[src/rtl/pipe_pkg.sv]
// pipe_pkg: shared types and constants for the decode-stage hazard/forwarding controller
package pipe_pkg;
  localparam int NREG_DEF = 32;
  localparam int RN_W = $clog2(NREG_DEF);
  localparam logic [RN_W-1:0] ZERO_REG = '0;
  typedef struct packed {
    logic            valid;
    logic            wreg;
    logic            m2reg;
    logic [RN_W-1:0] rn;
  } slot_t;
  function automatic bit load_ready_ok(int load_ready, int depth);
    return load_ready >= 0 && load_ready < depth;
  endfunction
endpackage

[src/rtl/pipe_hazard_ctl_fwd_sel_n.sv]
// fwd_sel_n: youngest-producer match and operand mux over the in-flight slots
//   slot_i: scoreboard, src_i/use_i: source register and whether it is read,
//   rf_i/stg_data_i: candidate data, data_o: operand, hit_o: a slot matched,
//   hazard_o: used operand whose producer has no data yet
module fwd_sel_n
  import pipe_pkg::*;
#(
  parameter int XLEN       = 32,
  parameter int FWD_DEPTH  = 3,
  parameter int LOAD_READY = 1
) (
  input  slot_t                     slot_i [FWD_DEPTH],
  input  logic [RN_W-1:0]           src_i,
  input  logic                      use_i,
  input  logic [XLEN-1:0]           rf_i,
  input  logic [FWD_DEPTH*XLEN-1:0] stg_data_i,
  output logic [XLEN-1:0]           data_o,
  output logic                      hit_o,
  output logic                      hazard_o
);
  logic ready;
  // Scan oldest to youngest so the lowest-index match overrides.
  always_comb begin
    data_o = rf_i;
    hit_o = 1'b0;
    ready = 1'b1;
    for (int k = FWD_DEPTH - 1; k >= 0; k--)
      if (slot_i[k].valid && slot_i[k].wreg && slot_i[k].rn == src_i && slot_i[k].rn != ZERO_REG) begin
        hit_o = 1'b1;
        ready = !slot_i[k].m2reg || k >= LOAD_READY;
        data_o = stg_data_i[k*XLEN +: XLEN];
      end
    hazard_o = use_i & hit_o & ~ready;
  end
endmodule

[src/rtl/pipe_hazard_ctl.sv]
// pipe_hazard_ctl: ID-stage scoreboard, operand forwarding, stall/issue and hazard counters
//   id_*_i: decoded ID instruction, flush_i: squash ID, rf_*_i: register file data,
//   stg_data_i: per-slot result buses, fwd_*_o: resolved operands,
//   stall_o/issue_o: pipeline control, stall_cnt_o/fwd_cnt_o: saturating counters
module pipe_hazard_ctl
  import pipe_pkg::*;
#(
  parameter int XLEN           = 32,
  parameter int NREG           = 32,
  parameter int FWD_DEPTH      = 3,
  parameter int LOAD_READY     = 1,
  parameter bit STORE_LATE_FWD = 1'b1
) (
  input  logic                      clk_i,
  input  logic                      rst_i,
  input  logic                      id_valid_i,
  input  logic [RN_W-1:0]           id_rs_i,
  input  logic [RN_W-1:0]           id_rt_i,
  input  logic                      id_use_rs_i,
  input  logic                      id_use_rt_i,
  input  logic                      id_wreg_i,
  input  logic                      id_m2reg_i,
  input  logic                      id_store_i,
  input  logic [RN_W-1:0]           id_rn_i,
  input  logic                      flush_i,
  input  logic [XLEN-1:0]           rf_a_i,
  input  logic [XLEN-1:0]           rf_b_i,
  input  logic [FWD_DEPTH*XLEN-1:0] stg_data_i,
  output logic [XLEN-1:0]           fwd_a_o,
  output logic [XLEN-1:0]           fwd_b_o,
  output logic                      stall_o,
  output logic                      issue_o,
  output logic [31:0]               stall_cnt_o,
  output logic [31:0]               fwd_cnt_o
);
  if (!load_ready_ok(LOAD_READY, FWD_DEPTH)) begin : g_lr_chk
    $error("LOAD_READY must lie in [0, FWD_DEPTH)");
  end
  if ($clog2(NREG) != RN_W) begin : g_rn_chk
    $error("NREG does not match the register-number width");
  end
  slot_t slot_q [FWD_DEPTH];
  slot_t slot_d [FWD_DEPTH];
  logic [31:0] stall_cnt_q, stall_cnt_d, fwd_cnt_q, fwd_cnt_d;
  logic hit_a, hit_b, haz_a, haz_b, live;
  fwd_sel_n #(.XLEN(XLEN), .FWD_DEPTH(FWD_DEPTH), .LOAD_READY(LOAD_READY)) u_sel_a (
    .slot_i(slot_q), .src_i(id_rs_i), .use_i(id_use_rs_i), .rf_i(rf_a_i),
    .stg_data_i(stg_data_i), .data_o(fwd_a_o), .hit_o(hit_a), .hazard_o(haz_a)
  );
  // A store's rt is consumed late in MEM, so it may be forwarded after the load completes.
  fwd_sel_n #(.XLEN(XLEN), .FWD_DEPTH(FWD_DEPTH), .LOAD_READY(LOAD_READY)) u_sel_b (
    .slot_i(slot_q), .src_i(id_rt_i), .use_i(id_use_rt_i & ~(STORE_LATE_FWD & id_store_i)),
    .rf_i(rf_b_i), .stg_data_i(stg_data_i), .data_o(fwd_b_o), .hit_o(hit_b), .hazard_o(haz_b)
  );
  assign live = id_valid_i & ~flush_i;
  assign stall_o = live & (haz_a | haz_b);
  assign issue_o = live & ~stall_o;
  assign stall_cnt_o = stall_cnt_q;
  assign fwd_cnt_o = fwd_cnt_q;
  always_comb begin
    slot_d[0] = issue_o ? slot_t'{valid: 1'b1, wreg: id_wreg_i, m2reg: id_m2reg_i, rn: id_rn_i} : '0;
    for (int k = 1; k < FWD_DEPTH; k++) slot_d[k] = slot_q[k-1];
    stall_cnt_d = (stall_o && stall_cnt_q != '1) ? stall_cnt_q + 32'd1 : stall_cnt_q;
    fwd_cnt_d = (issue_o && ((id_use_rs_i && hit_a) || (id_use_rt_i && hit_b)) && fwd_cnt_q != '1) ? fwd_cnt_q + 32'd1 : fwd_cnt_q;
  end
  always_ff @(posedge clk_i or posedge rst_i)
    if (rst_i) begin
      slot_q <= '{default: '0};
      stall_cnt_q <= '0;
      fwd_cnt_q <= '0;
    end else begin
      slot_q <= slot_d;
      stall_cnt_q <= stall_cnt_d;
      fwd_cnt_q <= fwd_cnt_d;
    end
endmodule
[config.mk]
export PLATFORM = sky130hd
export DESIGN_NAME = pipe_hazard_ctl
export DESIGN_NICKNAME = d
export VERILOG_FILES = /design/src/rtl/pipe_pkg.sv /design/src/rtl/pipe_hazard_ctl_fwd_sel_n.sv /design/src/rtl/pipe_hazard_ctl.sv
export SDC_FILE = /design/constraint.sdc
export NUM_CORES = 1
export LEC_CHECK = 0
export CAP_MARGIN = 20
export CORE_UTILIZATION = 38
export DETAILED_ROUTE_END_ITERATION = 10
export HOLD_SLACK_MARGIN = 0.03
export MAX_ROUTING_LAYER = met4
export PLACE_DENSITY = 0.79
export SETUP_SLACK_MARGIN = 0.05
export SLEW_MARGIN = 10
export SYNTH_ARGS = -nofsm -noshare
export SYNTH_HDL_FRONTEND = slang
export SYNTH_HIERARCHICAL = 1
export SYNTH_SLANG_ARGS = --single-unit
[constraint.sdc]
create_clock -name clk_i -period 2.6 [get_ports clk_i]
set_clock_uncertainty 0.05 [all_clocks]
set_input_delay 0.26 -clock clk_i [delete_from_list [all_inputs] [get_ports clk_i]]
set_output_delay 0.26 -clock clk_i [all_outputs]
set_load 0.01 [all_outputs]
==> results of run 1 <==
-- power groups by stage --
stage / logic (uW) / registers, uW / clock network, uW
CTS: 711 / 1370 / 1250
global placement: 712 / 1400 / 0
floorplan: 203 / 1390 / 0
detailed placement: 715 / 1400 / 0
global route: 813 / 1380 / 1310
finish: 776 / 1380 / 1240
-- sequential cells by signal, indices dropped and copies added (netlist names) --
name	cells
fwd_cnt_o	32
slot_d	15
slot_q	7
stall_cnt_o	32
-- worst max-delay path, delay by kind of cell (launching register included) --
kind / cells / cell delay, ns
mux: 1 / 0.24
flops: 1 / 0.47
compound gates: 3 / 0.51
buf+inv: 5 / 0.77
xor+xnor: 1 / 0.20
-- how the worst max path moves through the flow --
stage                              startpoint                   endpoint  cells past startpoint
final                     slot_q[2]$_DFF_PP0_                fwd_b_o[19]                     10
after floorplan                    id_rt_i[3]  fwd_cnt_o[29]$_DFFE_PP0P_                     12
after CTS                 slot_q[2]$_DFF_PP0_                fwd_a_o[27]                      9
after detailed placement           id_rs_i[3]                fwd_a_o[30]                     10
after global placement             id_rs_i[3]                fwd_a_o[30]                     10
after global routing      slot_q[2]$_DFF_PP0_                 fwd_b_o[5]                     10
-- cell type report --
cell class	instances	area share, %
clock buffers	9	1.772
clock inverters	7	0.4823
inverters	11	0.3347
multi-input cells	547	40.31
flip-flops and latches	86	16.98
well taps	220	2.166
repair buffers	489	37.96
-- layer usage --
layer,vias to the layer above,track usage (%),share of wire (%)
met2,455,58.48,52
met5,-,-,0
met4,0,14.18,5.6
met3,140,5.364,7.5
met1,3817,36.09,35
li1,3456,-,-
-- repair_timing --
action / 4_1_cts / 5_1_grt
gates cloned: 8 / 2
setup endpoints to repair: 116 / 113
gates resized for setup: 385 / 147
pin swaps: 63 / 106
hold buffers: 0 / 0
buffers inserted: 53 / 27
-- per-stage QoR --
stage                     cells  TNS (ns)  hold WS (ns)  area (sq um)
after floorplan             683  -0.01725        0.3235          6600
after global routing       1369    -24.83        0.1481         12710
after detailed placement   1275    -58.81        0.3351         10760
after CTS                  1348    -3.915        0.1367         11800
after global placement     1275    -53.62        0.3288         10760
final                      1369    -13.88        0.1305         12710
==> qor.yml, run 1 <==
global_routing:
  grt_max_degree: 53
  grt_pass1_wl_um: 43430
  grt_pass1_vias: 7735
  grt_use_total_pct: 32.86
  antenna_found_initial: 0
  overflow: 0
timing:
  maxSlewViolCount: 0
  worst_pin_slew_ns: 0.6011
  period_share_pct: 109.6
  setup_viol: 105
  hold_violations: 0
  rsz0062_at_grt: "yes"
  max_slew_margin_pct: 59.81
  clock.fmax_ghz: 0.3508
  setup_slack_ns: -0.2503
  min_period_ns: 2.850
die:
  die_y_um: 132.6
  start_util_pct: 38.94
  pin_count: 314
  die_area_sq_mm: 0.01758
  die_w_um: 132.6
  core.rowCount: 47
  core_area_sq_mm: 0.01664
power:
  power.static_leakage_uw: 0.005231
  internal-power_uw: 2477
  power_density_mw_per_mm2: 267.0
  combPwrFrac_pct: 22.9
  pwr-share-seq_pct: 40.5
  swShare_pct: 27.01
  switchingPower_uw: 916.7
  power.share.clock_pct: 36.6
  ir_drop_v: 0.0003504
  p_total_uw: 3394
setup_path:
  crit_arrival_ns: 2.54
  worstPathCellList: "buf_6 > xnor2_4 > o2111ai_4 > a211oi_4 > buf_4 > buf_8 > buf_12 > mux2i_4 > a211oi_2 > buf_2"
  r2r_start: "slot_q[2]$_DFF_PP0_"
  worst_setup_path_start_kind: "flop"
  reg2reg_slack_ns: -0.23
  required_ns: 2.29
  cp_slowest_stage_delay_ns: 0.47
  critPathCaptureType: "output pin"
  r2r_cells: 11
  slowest_stage: "dfrtp_2"
  r2r_end: "fwd_cnt_o[10]$_DFFE_PP0P_"
  cp_max_fo: 6
  criticalPathCategory: "flop to output pin"
synthesis:
  ys.warnings.count: 6
  post_synth_instance_area_sq_mm: 0.006481
  syn_avg_cell_area_sq_um: 9.489
  syn_inst: 683
  syn_nets: 869
outcome:
  status: "finished with violations"
  violations: "setup timing"
finish:
  register_area_sq_mm: 0.002158
  n_antenna_cell: 0
  final_cell_mix: "clkdlybuf4s50_1 (237), buf_4 (86), dfrtp_1 (81)"
  multiInputGateArea_sq_mm: 0.005124
  final_common_cell: "clkdlybuf4s50_1"
  fill_cells: 1025
  nNetsFinal: 1330
  syn2layout_area_growth_pct: 96.12
  drive_gt1_share_pct: 40.82
  final_util_pct: 76.38
clock_network:
  clk_path_buf_depth: 2
  tritoncts: "yes"
  clockRootBuffer: "clkbuf_16"
  cts_max_level: 3
  insertion_delay_ns: 0.35
  cts.sinks: 86
  clk_pin_slew_ns: 0.07
  cts_made_buffers: 9
min_path:
  hold_class: "input port to async pin"
place:
  hpwl_um: 20650
  io_buffers: 313
  place_ws_ns: -0.6516
  gp_congestion: 1.010
routing:
  final_antenna_net_count: 0
  vias: 7868
  drt_pass1_iterations: 5
  wl_per_cell_um: 22.79
  drt_wl_total_um: 31200
  drtIter0Drc: 589
  drcViolationCount: 0
  vias_per_cell: 5.747
flow_run:
  maxCapViolCount: 0
(Power assumes the default switching activity.)
==> inputs of run 2 (changes only) <==
--- a/config.mk
+++ b/config.mk
@@ -8,6 +8,7 @@
 export CAP_MARGIN = 20
 export CORE_UTILIZATION = 38
 export DETAILED_ROUTE_END_ITERATION = 10
+export GPL_ROUTABILITY_DRIVEN = 0
 export HOLD_SLACK_MARGIN = 0.03
 export MAX_ROUTING_LAYER = met4
 export PLACE_DENSITY = 0.79
==> qor.yml, run 2 (same netlist as run 1, synthesis figures left out) <==
outcome:
  violations: "setup timing"
  status: "finished with violations"
place:
  place_ws_ns: -0.7962
  dp.cells: 1275
  hpwl_um: 20280
  io_buffers: 313
routing:
  drcViolationCount: 0
  wl_per_cell_um: 21.52
  drt_wl_total_um: 28980
  vias_per_cell: 5.583
  vias: 7520
  final_antenna_net_count: 0
  drt_pass1_iterations: 5
  drtIter0Drc: 360
setup_path:
  worst_setup_path_start_kind: "flop"
  criticalPathCategory: "flop to flop"
  r2r_start: "slot_q[1]$_DFF_PP0_"
  cp_max_fo: 5
  r2r_end: "fwd_cnt_o[20]$_DFFE_PP0P_"
  reg2reg_slack_ns: -0.17
  critPathCaptureType: "flop"
  required_ns: 2.77
  crit_arrival_ns: 2.94
  r2r_cells: 11
die:
  pin_count: 314
  start_util_pct: 38.94
  die_y_um: 132.6
  die_w_um: 132.6
  die_area_sq_mm: 0.01758
  core_area_sq_mm: 0.01664
  core.rowCount: 47
power:
  pwr-share-seq_pct: 40.4
  switchingPower_uw: 857.8
  ir_drop_v: 0.0003252
  power.static_leakage_uw: 0.004981
  power.share.clock_pct: 38.4
  swShare_pct: 25.23
  combPwrFrac_pct: 21.2
  internal-power_uw: 2542
  power_density_mw_per_mm2: 285.4
finish:
  nNetsFinal: 1296
  instances_no_fill: 1347
  final_common_cell: "clkdlybuf4s50_1"
  final_cell_mix: "clkdlybuf4s50_1 (237), buf_4 (86), dfrtp_1 (80)"
  syn2layout_area_growth_pct: 83.80
  fill_cells: 1202
  drive_gt1_share_pct: 36.50
global_routing:
  grt_pass1_vias: 7553
  grt_max_degree: 68
  overflow: 0
  grt_pass1_wl_um: 42310
  grt_use_total_pct: 32.05
  antenna_found_initial: 11
timing:
  worst_pin_slew_ns: 0.6515
  period_share_pct: 106.5
  min_period_ns: 2.770
  hold_violations: 0
  rsz0062_at_grt: "yes"
  setup_slack_ns: -0.1699
  maxSlewViolCount: 0
  max_slew_margin_pct: 56.45
  clock.fmax_ghz: 0.3610
  setup_viol: 80
flow_run:
  maxCapViolCount: 0
clock_network:
  clk_pin_slew_ns: 0.07
  clk_path_buf_depth: 2
  cts_max_level: 3
  cts.sinks: 86
  clockRootBuffer: "clkbuf_16"
  insertion_delay_ns: 0.34
  cts_made_buffers: 9
  tritoncts: "yes"
min_path:
  hold_class: "input port to async pin"
## run 2: cell types whose count changed in the layout (fill, tap and decap cells not counted), moves of 8 or more
cell | previous run | this run
diode_2 | 0 | 12
mux2i_1 | 25 | 36
mux2i_4 | 20 | 4
buf_6 | 53 | 33
buf_12 | 27 | 19
## run 2: cell type report
cell class | count | area, sq um | share of cell area (%)
multi-input combinational | 547 | 4763 | 39.99
sequential | 86 | 2160 | 18.13
tap | 220 | 275.3 | 2.311
inverter | 11 | 42.54 | 0.3571
clock inverter | 7 | 77.57 | 0.6512
clock buffer | 9 | 225.2 | 1.891
timing repair buffer | 455 | 4339 | 36.42
antenna | 12 | 30.03 | 0.2521
## run 2: repair_timing
item                                    CTS  global route
gates cloned                              5             2
setup buffers                            31            14
gates resized for setup                 362            72
endpoints found under the setup margin  122           121
hold buffers                              0             0
pin swaps                                69            48
## run 2: how the worst max path moves through the flow
stage / start / endpoint / slack [ns] / cells after the start
final: slot_q[1]$_DFF_PP0_ / fwd_cnt_o[20]$_DFFE_PP0P_ / -0.17 / 11
after global routing: slot_d[11]$_DFF_PP0_ / fwd_cnt_o[20]$_DFFE_PP0P_ / -0.26 / 12
after CTS: slot_d[12]$_DFF_PP0_ / fwd_cnt_o[13]$_DFFE_PP0P_ / -0.11 / 10
after detailed placement: id_rs_i[3] / fwd_a_o[30] / -0.80 / 10
after global placement: id_rs_i[3] / fwd_a_o[30] / -0.77 / 10
after floorplan: id_rt_i[3] / fwd_cnt_o[29]$_DFFE_PP0P_ / -0.02 / 12
## run 2: worst max-delay path: stages, from the launching register on
cell and delay (ns):
dfrtp_2 0.46, buf_6 0.14, o41ai_4 0.39, a211oi_4 0.14, buf_4 0.16, or3_4 0.33
a22o_4 0.27, nand4_1 0.16, a211oi_2 0.06, buf_4 0.16, and3_1 0.20, xor2_1 0.15
## run 2: power groups by stage
stage / Combinational, uW / Sequential, uW / Clock, uW
after global routing: 758 / 1370 / 1390
after detailed placement: 710 / 1400 / 0
after CTS: 689 / 1370 / 1320
after global placement: 705 / 1400 / 0
final: 720 / 1370 / 1310
after floorplan: 203 / 1390 / 0
## run 2: per-stage QoR
stage	TNS, ns	power [uW]	cell area, sq um	util (%)	hold WS, ns
2_1_floorplan	-0.01725	1594	6600	-	0.3235
3_3_place_gp	-58.52	2100	10790	64.81	0.3298
3_5_place_dp	-64.69	2106	10790	64.81	0.3344
4_1_cts	-3.789	3382	11500	69.10	0.1735
5_1_grt	-14.94	3521	11910	71.57	0.2070
6_report	-6.252	3399	11910	71.58	0.1726
## run 2: per-layer routing
layer  global-route usage [%]  wire [um]
met1                    35.39      10590
met2                    55.38      14750
met3                    5.326       2131
met4                    16.79       1515
met5                        -          0
